[src/rtl/bist_march_engine.sv]
`default_nettype none
// ============================================================================
// Module      : bist_march_engine
// Description : SRAM built-in self-test sequencer. Runs March C-, checkerboard
//               or address-in-data over words 0..DEPTH-1, one access every two
//               cycles, and reports done/pass plus the first failing address.
//               Optional macro BIST_STOP_ON_FAIL_EN ends the run at the first
//               mismatch instead of completing the algorithm.
// Revision    : 1.0 - initial release
// ============================================================================
module bist_march_engine #(
    parameter int ADDR_W = 16,
    parameter int DATA_W = 8,
    parameter int DEPTH  = 16
) (
    input  logic              CLK,
    input  logic              RST,
    input  logic              BIST_EN,
    input  logic [2:0]        BIST_MODE,
    output logic              MEM_CE,
    output logic              MEM_CSB,
    output logic              MEM_WEB,
    output logic              MEM_OEB,
    output logic [ADDR_W-1:0] MEM_ADDR,
    output logic [DATA_W-1:0] MEM_WDATA,
    input  logic [DATA_W-1:0] MEM_RDATA,
    output logic              BIST_DONE,
    output logic              BIST_PASS,
    output logic [ADDR_W-1:0] FAIL_ADDR
);

    localparam logic [ADDR_W-1:0] c_LAST_ADDR  = ADDR_W'(DEPTH - 1);
    localparam logic [ADDR_W-1:0] c_ADDR_ONE   = ADDR_W'(1);
    localparam logic [2:0]        c_MODE_MARCH = 3'b001;
    localparam logic [2:0]        c_MODE_CB    = 3'b010;
    localparam logic [2:0]        c_MODE_AID   = 3'b100;

    typedef enum logic [1:0] {
        S_IDLE    = 2'd0,
        S_ACCESS  = 2'd1,
        S_RECOVER = 2'd2,
        S_DONE    = 2'd3
    } state_t;

    state_t            r_state;
    state_t            w_next;
    logic [2:0]        r_mode;
    logic [2:0]        r_elem;
    logic              r_op;
    logic [ADDR_W-1:0] r_addr;
    logic [ADDR_W-1:0] r_fail_addr;
    logic              r_fail;
    logic              r_done;
    logic              r_pass;

    logic              w_mode_ok;
    logic              w_is_read;
    logic              w_last_op;
    logic              w_last_elem;
    logic              w_down;
    logic              w_next_down;
    logic              w_mismatch;
    logic              w_run_end;
    logic [DATA_W-1:0] w_pat;
    logic [DATA_W-1:0] w_cb;
    logic [DATA_W-1:0] w_aid;
    logic [ADDR_W-1:0] w_term;

    assign w_mode_ok = (BIST_MODE == c_MODE_MARCH) || (BIST_MODE == c_MODE_CB) ||
                       (BIST_MODE == c_MODE_AID);

    // Address-folded data word: low data-width slice XOR the next slice up.
    assign w_aid = DATA_W'(r_addr) ^ DATA_W'(r_addr >> DATA_W);

    // Checkerboard word: 0x55.. on even addresses, 0xAA.. on odd ones.
    always_comb begin
        w_cb = '0;
        for (int i = 0; i < DATA_W; i++) begin
            w_cb[i] = ((i % 2) == 0) ^ r_addr[0];
        end
    end

    // Algorithm decode: operation type, data and element boundaries for the current step.
    always_comb begin
        w_is_read   = 1'b0;
        w_last_op   = 1'b1;
        w_last_elem = 1'b1;
        w_down      = 1'b0;
        w_next_down = 1'b0;
        w_pat       = '0;
        case (r_mode)
            c_MODE_MARCH: begin
                w_last_elem = (r_elem == 3'd5);
                w_last_op   = (r_elem == 3'd0 || r_elem == 3'd5) ? 1'b1 : r_op;
                w_is_read   = (r_elem != 3'd0) && !r_op;
                w_down      = (r_elem >= 3'd3);
                w_next_down = (r_elem >= 3'd2);
                // Elements 2 and 4 read ones; the trailing write flips what was read.
                w_pat       = {DATA_W{(r_elem == 3'd2 || r_elem == 3'd4) ^ r_op}};
            end
            c_MODE_CB: begin
                w_last_elem = (r_elem == 3'd3);
                w_is_read   = r_elem[0];
                w_pat       = w_cb ^ {DATA_W{r_elem[1]}};
            end
            c_MODE_AID: begin
                w_last_elem = (r_elem == 3'd1);
                w_is_read   = r_elem[0];
                w_pat       = w_aid;
            end
            default: ;
        endcase
    end

    assign w_term     = w_down ? '0 : c_LAST_ADDR;
    assign w_mismatch = w_is_read && (MEM_RDATA != w_pat);
    assign w_run_end  = w_last_op && (r_addr == w_term) && w_last_elem;

    // State register.
    always_ff @(posedge CLK) begin
        if (RST) begin
            r_state <= S_IDLE;
        end else begin
            r_state <= w_next;
        end
    end

    // Next-state logic; dropping BIST_EN always returns to IDLE.
    always_comb begin
        w_next = r_state;
        if (!BIST_EN) begin
            w_next = S_IDLE;
        end else begin
            case (r_state)
                S_IDLE:    w_next = w_mode_ok ? S_ACCESS : S_DONE;
                S_ACCESS:  w_next = S_RECOVER;
                S_RECOVER: begin
`ifdef BIST_STOP_ON_FAIL_EN
                    if (w_mismatch) begin
                        w_next = S_DONE;
                    end else
`endif
                    if (w_run_end) begin
                        w_next = S_DONE;
                    end else begin
                        w_next = S_ACCESS;
                    end
                end
                S_DONE:    w_next = S_DONE;
                default:   w_next = S_IDLE;
            endcase
        end
    end

    // Sequencer counters, result capture and status flags.
    always_ff @(posedge CLK) begin
        if (RST || !BIST_EN) begin
            r_mode      <= '0;
            r_elem      <= '0;
            r_op        <= 1'b0;
            r_addr      <= '0;
            r_fail      <= 1'b0;
            r_fail_addr <= '0;
            r_done      <= 1'b0;
            r_pass      <= 1'b0;
        end else begin
            case (r_state)
                S_IDLE: begin
                    r_mode      <= BIST_MODE;
                    r_elem      <= '0;
                    r_op        <= 1'b0;
                    r_addr      <= '0;
                    // An unrunnable mode is reported as a failure with no address.
                    r_fail      <= !w_mode_ok;
                    r_fail_addr <= '0;
                    r_done      <= 1'b0;
                    r_pass      <= 1'b0;
                end
                S_RECOVER: begin
                    if (w_mismatch && !r_fail) begin
                        r_fail      <= 1'b1;
                        r_fail_addr <= r_addr;
                    end
                    if (!w_last_op) begin
                        r_op <= 1'b1;
                    end else begin
                        r_op <= 1'b0;
                        if (r_addr != w_term) begin
                            r_addr <= w_down ? (r_addr - c_ADDR_ONE) : (r_addr + c_ADDR_ONE);
                        end else if (!w_last_elem) begin
                            r_elem <= r_elem + 3'd1;
                            r_addr <= w_next_down ? c_LAST_ADDR : '0;
                        end
                    end
                end
                S_DONE: begin
                    r_done <= 1'b1;
                    r_pass <= !r_fail;
                end
                default: ;
            endcase
        end
    end

    assign MEM_CE    = (r_state == S_ACCESS);
    assign MEM_CSB   = (r_state != S_ACCESS);
    assign MEM_WEB   = !((r_state == S_ACCESS) && !w_is_read);
    assign MEM_OEB   = !(((r_state == S_ACCESS) || (r_state == S_RECOVER)) && w_is_read);
    assign MEM_ADDR  = ((r_state == S_ACCESS) || (r_state == S_RECOVER)) ? r_addr : '0;
    assign MEM_WDATA = ((r_state == S_ACCESS) && !w_is_read) ? w_pat : '0;
    assign BIST_DONE = r_done;
    assign BIST_PASS = r_pass;
    assign FAIL_ADDR = r_fail_addr;

endmodule
`default_nettype wire
[config.mk]
export PLATFORM = sky130hd
export DESIGN_NAME = bist_march_engine
export DESIGN_NICKNAME = d
export VERILOG_FILES = /design/src/rtl/bist_march_engine.sv
export SDC_FILE = /design/constraint.sdc
export NUM_CORES = 1
export LEC_CHECK = 0
export CAP_MARGIN = 20
export CORE_MARGIN = 10
export CORE_UTILIZATION = 53
export CTS_CLUSTER_SIZE = 14
export DETAILED_ROUTE_END_ITERATION = 12
export PLACE_DENSITY = 0.91
export SYNTH_ARGS = -nofsm -noshare
export SYNTH_HDL_FRONTEND = slang
export SYNTH_SLANG_ARGS = --single-unit
[constraint.sdc]
create_clock -name CLK -period 5.3 [get_ports CLK]
set_input_delay 1.06 -clock CLK [delete_from_list [all_inputs] [get_ports CLK]]
set_output_delay 1.06 -clock CLK [all_outputs]
set_load 0.01 [all_outputs]
==> metrics.md, run 1 <==
| Metric | Value |
|---|---|
| Outcome | `finished clean` |
| Filler instances | `483` |
| Unrepaired setup endpoints after global routing | `no` |
| Hold path startpoint | `FAIL_ADDR[12]` |
| Worst vdd ir | `0.128 mV` |
| Initial antenna violation count | `0` |
| Max Cap Viol | `0` |
| Critical Path Fanout Max | `8` |
| Total I/O pin count | `60` |
| Worst setup path class | `reg -> out` |
| CTS tree | `yes` |
| Synth cell types | `54` |
| Fraction of layout cells with a size suffix above 1 | `4.56%` |
| Synthesized area per cell | `7.84 um2` |
| Worst setup EP type | `primary output` |
| Vias per Instance | `6.16` |
| Final hold violation count | `0` |
| Iteration count of the initial detailed-routing pass | `5` |
| Required @ worst endpoint | `4240 ps` |
| Slew margin rel. | `26.7%` |
| Flop-to-flop setup slack | `1430 ps` |
| Area of the multi-input gates | `0.00218 mm2` |
| Skew final | `5.43 ps` |
| 1st-iter DRT viols | `341` |
| Tot GR Track Use | `18.5%` |
| Die area | `0.00960 mm2` |
| Clk pin slew, worst setup/hold paths | `90 ps` |
| Starting density of the core | `54.4%` |
| Final ANT Viol Nets | `0` |
| Critical R2R Launch | `r_elem[1]` |
| Total negative slack | `0 ps` |
| Syn Nets | `450` |
| Main synth FF type | `dfxtp_1` |
| Post-detail-place hpwl | `6.68 mm` |
| Hold buffers post-CTS | `0` |
| Die span in y | `98.0 um` |
| Crit. Startpoint | `r_elem[1]` |
| Largest net degree at the start of global routing | `34` |
| Worst Hold End | `FAIL_ADDR[12]` |
| Diode count | `0` |
| Final WL | `9.47 mm` |
| Nature of the critical path startpoint | `flip-flop` |
| Postcts setup bufs | `0` |
| Yosys warnings | `0` |
| Layout area overhead | `22.1%` |
| Syn Inst Count | `411` |
| R2R cell count | `14` |
| Seq/Total Area, Yosys | `27.3%` |
| Post_cts resized | `0` |
| PortBufs | `59` |
| Root Driver | `clkbuf_8` |
| Maximum clock path buffer count | `2` |
| CTS Buf Count | `5` |
| FP Rows | `28` |
| LEAKAGE | `1.52 nW` |
| Number of global-route vias before repair | `3,047` |
| Area after DPL | `0.00382 mm2` |
| Final nets | `499` |
| Hold Crit Class | `reg -> reg` |
| Total grt overflow | `0` |
| CTS H-tree depth | `2` |
| Die width | `98.0 um` |
| FFs w/ async S/R, synth | `0%` |
| Clock latency on the worst-skew pair | `300 ps` |
| Slew @ Worst Pin | `1100 ps` |
| Clk sink count | `44` |
| DR WL/cell | `17.7 um` |
| Routability congestion estimate | `0.966` |
| Final routed DRC violation total | `0` |
| Final Cycle Share | `75.2%` |
| Core Area | `0.00592 mm2` |
| Yosys reg bits | `44` |
| Synthesized area | `0.00322 mm2` |
| CP arrival | `2920 ps` |
| Cell area after layout | `0.00394 mm2` |
| Pwr/cell area | `175 mW/mm2` |
| WHS Path Cells | `2` |
| Final setup violation count | `0` |
| Final Max Tran Viols | `0` |
| First-pass GRT wire length | `15.4 mm` |
| Achievable Freq | `0.251 GHz` |
| Register area | `881 um2` |
| Vias | `3,301` |
| Min Tclk post-route | `3980 ps` |
| Post-synth EDFFs | `0` |
| Worst reg2reg path endpoint | `r_addr[15]` |
[critical path: stages, from the launching register on]
cell and delay, ps:
dfxtp_1 500, inv_1 140, ha_1 220, mux2_4 280
or4b_4 510, and2_1 240, a21oi_1 170, clkdlybuf4s50_1 560
[power by group]
group / switching (mW) / internal (mW)
combinational: 0.0485 / 0.0315
sequential: 0.00487 / 0.333
clock: 0.130 / 0.142
[cell families (layout without fill, tap and decap cells)]
family	count (synthesis)	in the layout	synth area share, %
xor+xnor	20	20	5.43
flops	44	44	27.3
simple gates	174	174	28.4
buf+inv	34	84	5.12
fa+ha+maj	25	25	9.94
compound gates	108	108	21.7
mux	6	6	2.02
[routing by layer]
metal	vias up	track usage [%]	share of wire (%)
met5	-	0	0
met4	0	6.38	3.1
met3	34	4.58	9.7
met2	152	29.8	45
met1	1548	23.3	42
li1	1567	-	-
[through the flow]
stage | total power, mW | hold WS [ps] | utilization [%] | std cells | setup slack [ps]
final | 0.690 | 460 | 66.5 | 536 | 1320
after global routing | 0.715 | 479 | 66.5 | 536 | 1150
after CTS | 0.690 | 462 | 66.5 | 536 | 1330
after detailed placement | 0.424 | 450 | 64.5 | 528 | 1520
after global placement | 0.422 | 444 | 64.5 | 528 | 1610
after floorplan | 0.395 | 477 | - | 411 | 1060
[worst max-delay path by stage]
stage | slack [ps] | end | depth (start not counted)
global route | 1150 | r_addr[15] | 14
floorplan | 1060 | r_addr[15] | 13
finish | 1320 | MEM_WDATA[1] | 7
CTS | 1330 | MEM_WDATA[1] | 7
detailed placement | 1520 | r_addr[15] | 14
global placement | 1610 | r_addr[15] | 14
[final cells by class]
type | instances | area share [%]
inverter | 13 | 1.24
sequential | 44 | 22.4
clock buffer | 5 | 1.75
multi-input combinational | 333 | 55.3
tap | 75 | 2.38
timing repair buffer | 63 | 15.8
clock inverter | 3 | 1.18
[layout by cell type, fill, tap and decap left out, drive strengths merged, types with 3 or more instances in the layout]
cell type / Yosys / layout
xor2: 13 / 13
or2: 4 / 4
a21boi: 3 / 3
a22oi: 11 / 11
and3: 5 / 5
a21oi: 29 / 29
a22o: 4 / 4
buf: 6 / 4
mux2i: 5 / 5
ha: 24 / 24
nand2b: 7 / 7
o31ai: 3 / 3
a21o: 5 / 5
nand2: 40 / 40
o21a: 5 / 5
nor4: 4 / 4
dfxtp: 44 / 44
nor3: 4 / 4
inv: 13 / 14
nor2: 35 / 35
nand3b: 4 / 4
and2: 19 / 19
a31oi: 4 / 4
clkbuf: 15 / 5
nor4b: 3 / 3
xnor2: 7 / 7
o21ai: 27 / 27
nor3b: 6 / 6
o31a: 3 / 3
nor2b: 9 / 9
clkdlybuf4s50: 0 / 59
nand3: 25 / 25
a211oi: 5 / 5
[flip-flops by register name, summed over array words and instances (netlist names)]
name and cells:
r_op 1, r_fail 1, r_elem 3, BIST_PASS 1
r_mode 3, r_state 2, FAIL_ADDR 16, r_addr 16
BIST_DONE 1
[cell usage after synthesis, types with 2 or more instances]
cell type	number	area, um2
nor3_1	4	20.0
o31ai_1	3	22.5
nor4_1	4	25.0
dfxtp_1	44	881
nand2_1	40	150
nand4_1	2	12.5
nor2_1	35	131
clkbuf_1	15	56.3
a31oi_1	4	25.0
a22o_1	4	35.0
a22oi_1	11	82.6
a211oi_1	5	37.5
nor3b_1	5	37.5
xor2_1	13	114
o21a_1	5	37.5
o21ai_1	14	70.1
nor2b_1	9	56.3
xnor2_1	7	61.3
o31a_1	3	26.3
and3_1	5	31.3
mux2i_1	5	50.1
a21boi_0	2	15.0
nor4bb_1	2	20.0
nand3b_1	4	30.0
nand2b_1	7	43.8
nand3_1	25	125
inv_1	13	48.8
nor4b_1	3	26.3
a21oi_1	29	145
ha_1	24	300
or2_2	4	25.0
buf_6	5	56.3
and2_1	18	113
o21bai_1	2	15.0
a21o_1	5	37.5
o21ai_0	13	65.1
No activity file was read; power rests on OpenSTA's default activity.
==> run 2: changes to the inputs <==
--- a/config.mk
+++ b/config.mk
@@ -7,10 +7,10 @@
 export LEC_CHECK = 0
 export CAP_MARGIN = 20
 export CORE_MARGIN = 10
-export CORE_UTILIZATION = 53
+export CORE_UTILIZATION = 48
 export CTS_CLUSTER_SIZE = 14
 export DETAILED_ROUTE_END_ITERATION = 12
-export PLACE_DENSITY = 0.91
+export PLACE_DENSITY = 0.87
 export SYNTH_ARGS = -nofsm -noshare
 export SYNTH_HDL_FRONTEND = slang
 export SYNTH_SLANG_ARGS = --single-unit
==> constraint.sdc (replaced) <==
create_clock -name CLK -period 3.3 [get_ports CLK]
set_input_delay 0.66 -clock CLK [delete_from_list [all_inputs] [get_ports CLK]]
set_output_delay 0.66 -clock CLK [all_outputs]
set_load 0.01 [all_outputs]
==> run 2 against run 1 <==
Compared with the run above: via count down 1.8%; clock skew up 7.0 ps; worst hold slack about the same; largest power group unchanged; non-clock buffer count up 21; die area up 8.3%; critical endpoint is now MEM_WDATA[0]; utilization up 0.11 points.
==> metrics.md, run 2 (synthesized netlist as in run 1, its figures left out) <==
| Metric | Value |
|---|---|
| Final WL | `9.44 mm (-0.29%)` |
| Most common cell after layout, fill and taps aside | `clkdlybuf4s50_1` |
| Worst setup path class | `reg -> out` |
| Total I/O pin count | `60 (unchanged)` |
| Hold buffers post-CTS | `0 (unchanged)` |
| 1st-iter DRT viols | `321 (-5.9%)` |
| Final Util | `66.6% (+0.11 points)` |
| LEAKAGE | `1.68 nW (+10%)` |
| Total negative slack | `0 ps (unchanged)` |
| Starting density of the core | `50.2% (-4.3 points)` |
| CTS Buf Count | `5 (unchanged)` |
| Tot GR Track Use | `17.8% (-0.72 points)` |
| Total grt overflow | `0 (unchanged)` |
| First-pass GRT wire length | `15.2 mm (-1.3%)` |
| Clk pin slew, worst setup/hold paths | `90 ps (about the same)` |
| Min Tclk post-route | `3220 ps` |
| Final hold violation count | `0 (unchanged)` |
| FP Rows | `29 (+3.6%)` |
| Largest net degree at the start of global routing | `33 (-2.9%)` |
| Initial antenna violation count | `0 (unchanged)` |
| Final routed DRC violation total | `0 (unchanged)` |
| Worst setup EP type | `primary output` |
| Die area | `0.0104 mm2 (+8.3%)` |
| Die span in y | `102 um (+4.0%)` |
| Post-detail-place hpwl | `7.13 mm (+6.7%)` |
| Routability congestion estimate | `0.938 (-2.9%)` |
| Pwr/cell area | `260 mW/mm2 (+48%)` |
| PortBufs | `59 (unchanged)` |
| Iteration count of the initial detailed-routing pass | `4 (-1)` |
| Maximum clock path buffer count | `2 (unchanged)` |
| Slew margin rel. | `35.9% (+9.3 points)` |
| Min Hold Slack | `460 ps (-0.0130 ps)` |
| Max Cap Viol | `0 (unchanged)` |
| Worst vdd ir | `0.172 mV (+34%)` |
| Root Driver | `clkbuf_8` |
| Hold Crit Class | `reg -> reg` |
| Achievable Freq | `0.310 GHz` |
| Critical Path Fanout Max | `6 (-2)` |
| Diode count | `0 (unchanged)` |
| Final Cycle Share | `97.6%` |
| Die width | `102 um (+4.0%)` |
| Skew final | `12.4 ps (+7.00 ps)` |
| Clk sink count | `44 (unchanged)` |
| Final ANT Viol Nets | `0 (unchanged)` |
| Number of global-route vias before repair | `3,121 (+2.4%)` |
| CTS H-tree depth | `2 (unchanged)` |
| CTS tree | `yes` |
| Required @ worst endpoint | `2640 ps (-1600 ps)` |
| Clock latency on the worst-skew pair | `300 ps (about the same)` |
| Nature of the critical path startpoint | `flip-flop` |
| Final Max Tran Viols | `0 (unchanged)` |
| Core Area | `0.00642 mm2 (+8.5%)` |
| CP arrival | `2560 ps (-360 ps)` |
| DR WL/cell | `16.9 um (-4.4%)` |
| Fraction of layout cells with a size suffix above 1 | `13.3% (+8.7 points)` |
| Layout area overhead | `32.7%` |
| Final setup violation count | `0 (unchanged)` |
| Final nets | `520 (+4.2%)` |
| Outcome | `finished clean` |
| Slew @ Worst Pin | `958 ps (-140 ps)` |
| Vias | `3,242 (-1.8%)` |
| Most frequent cells in the layout | `51 x clkdlybuf4s50_1, 42 x dfxtp_1, 40 x nand2_1` |
| Total power | `1.11 mW (+61%)` |
| Vias per Instance | `5.80 (-5.8%)` |
run 2: cell types whose count changed in the layout (fill, tap and decap cells not counted), sizes merged:
cell | previous run | this run
inv | 14 | 15
buf | 4 | 25
clkbuf | 5 | 8
clkinvlp | 1 | 0
dlygate4sd2 | 0 | 5
clkdlybuf4s50 | 59 | 51
run 2: layout make-up:
class	count	area (um2)
well taps	77	96.3
multi-input cells	333	2350
clock inverters	3	45.0
flip-flops and latches	44	888
inverters	13	48.8
fillers	516	2150
repair buffers	84	782
clock buffers	5	68.8
run 2: worst max-delay path, stage by stage, from the launching register on:
cell	delay [ps]
dfxtp_4	370
buf_4	160
inv_1	90
ha_1	220
mux2_4	280
or4b_4	510
and2_4	200
a21oi_1	130
dlygate4sd2_1	300
run 2: power breakdown:
group	internal, mW	switching, mW	total, mW
clock network	0.229	0.203	0.432
logic	0.0594	0.0838	0.143
registers	0.533	0.00393	0.537
run 2: path summary, 6_finish.rpt:
check	start	end	slack (ps)	cells past startpoint
worst max-delay path	r_elem[0]	MEM_WDATA[0]	80	8
worst max register to register	r_elem[0]	r_addr[15]	130	14
worst min-delay path	FAIL_ADDR[12]	FAIL_ADDR[12]	460	2
worst min register to register	FAIL_ADDR[12]	FAIL_ADDR[12]	460	2
run 2: through the flow:
| step | cells | instance area (um2) | setup WS (ps) |
|---|---|---|---|
| after floorplan | 411 | 3330 | -69.6 |
| after CTS | 558 | 4250 | 9.56 |
| after detailed placement | 550 | 4110 | -58.3 |
| after global placement | 550 | 4110 | 9.87 |
| final | 559 | 4280 | 78.8 |
| after global routing | 559 | 4280 | -17.3 |
run 2: metal layers:
layer	GRT usage (%)	share of wire [%]	vias to the layer above
met5	0	0	-
met4	5.75	2.4	0
met3	4.12	10	24
met2	28.8	43	142
met1	22.8	44	1467
li1	-	-	1609
run 2: what timing repair did:
action	in CTS	in global routing
gates resized for setup	14	12
pin swaps	2	4
setup endpoints to repair	9	6
endpoints found under the hold margin	0	0
setup buffers	0	1
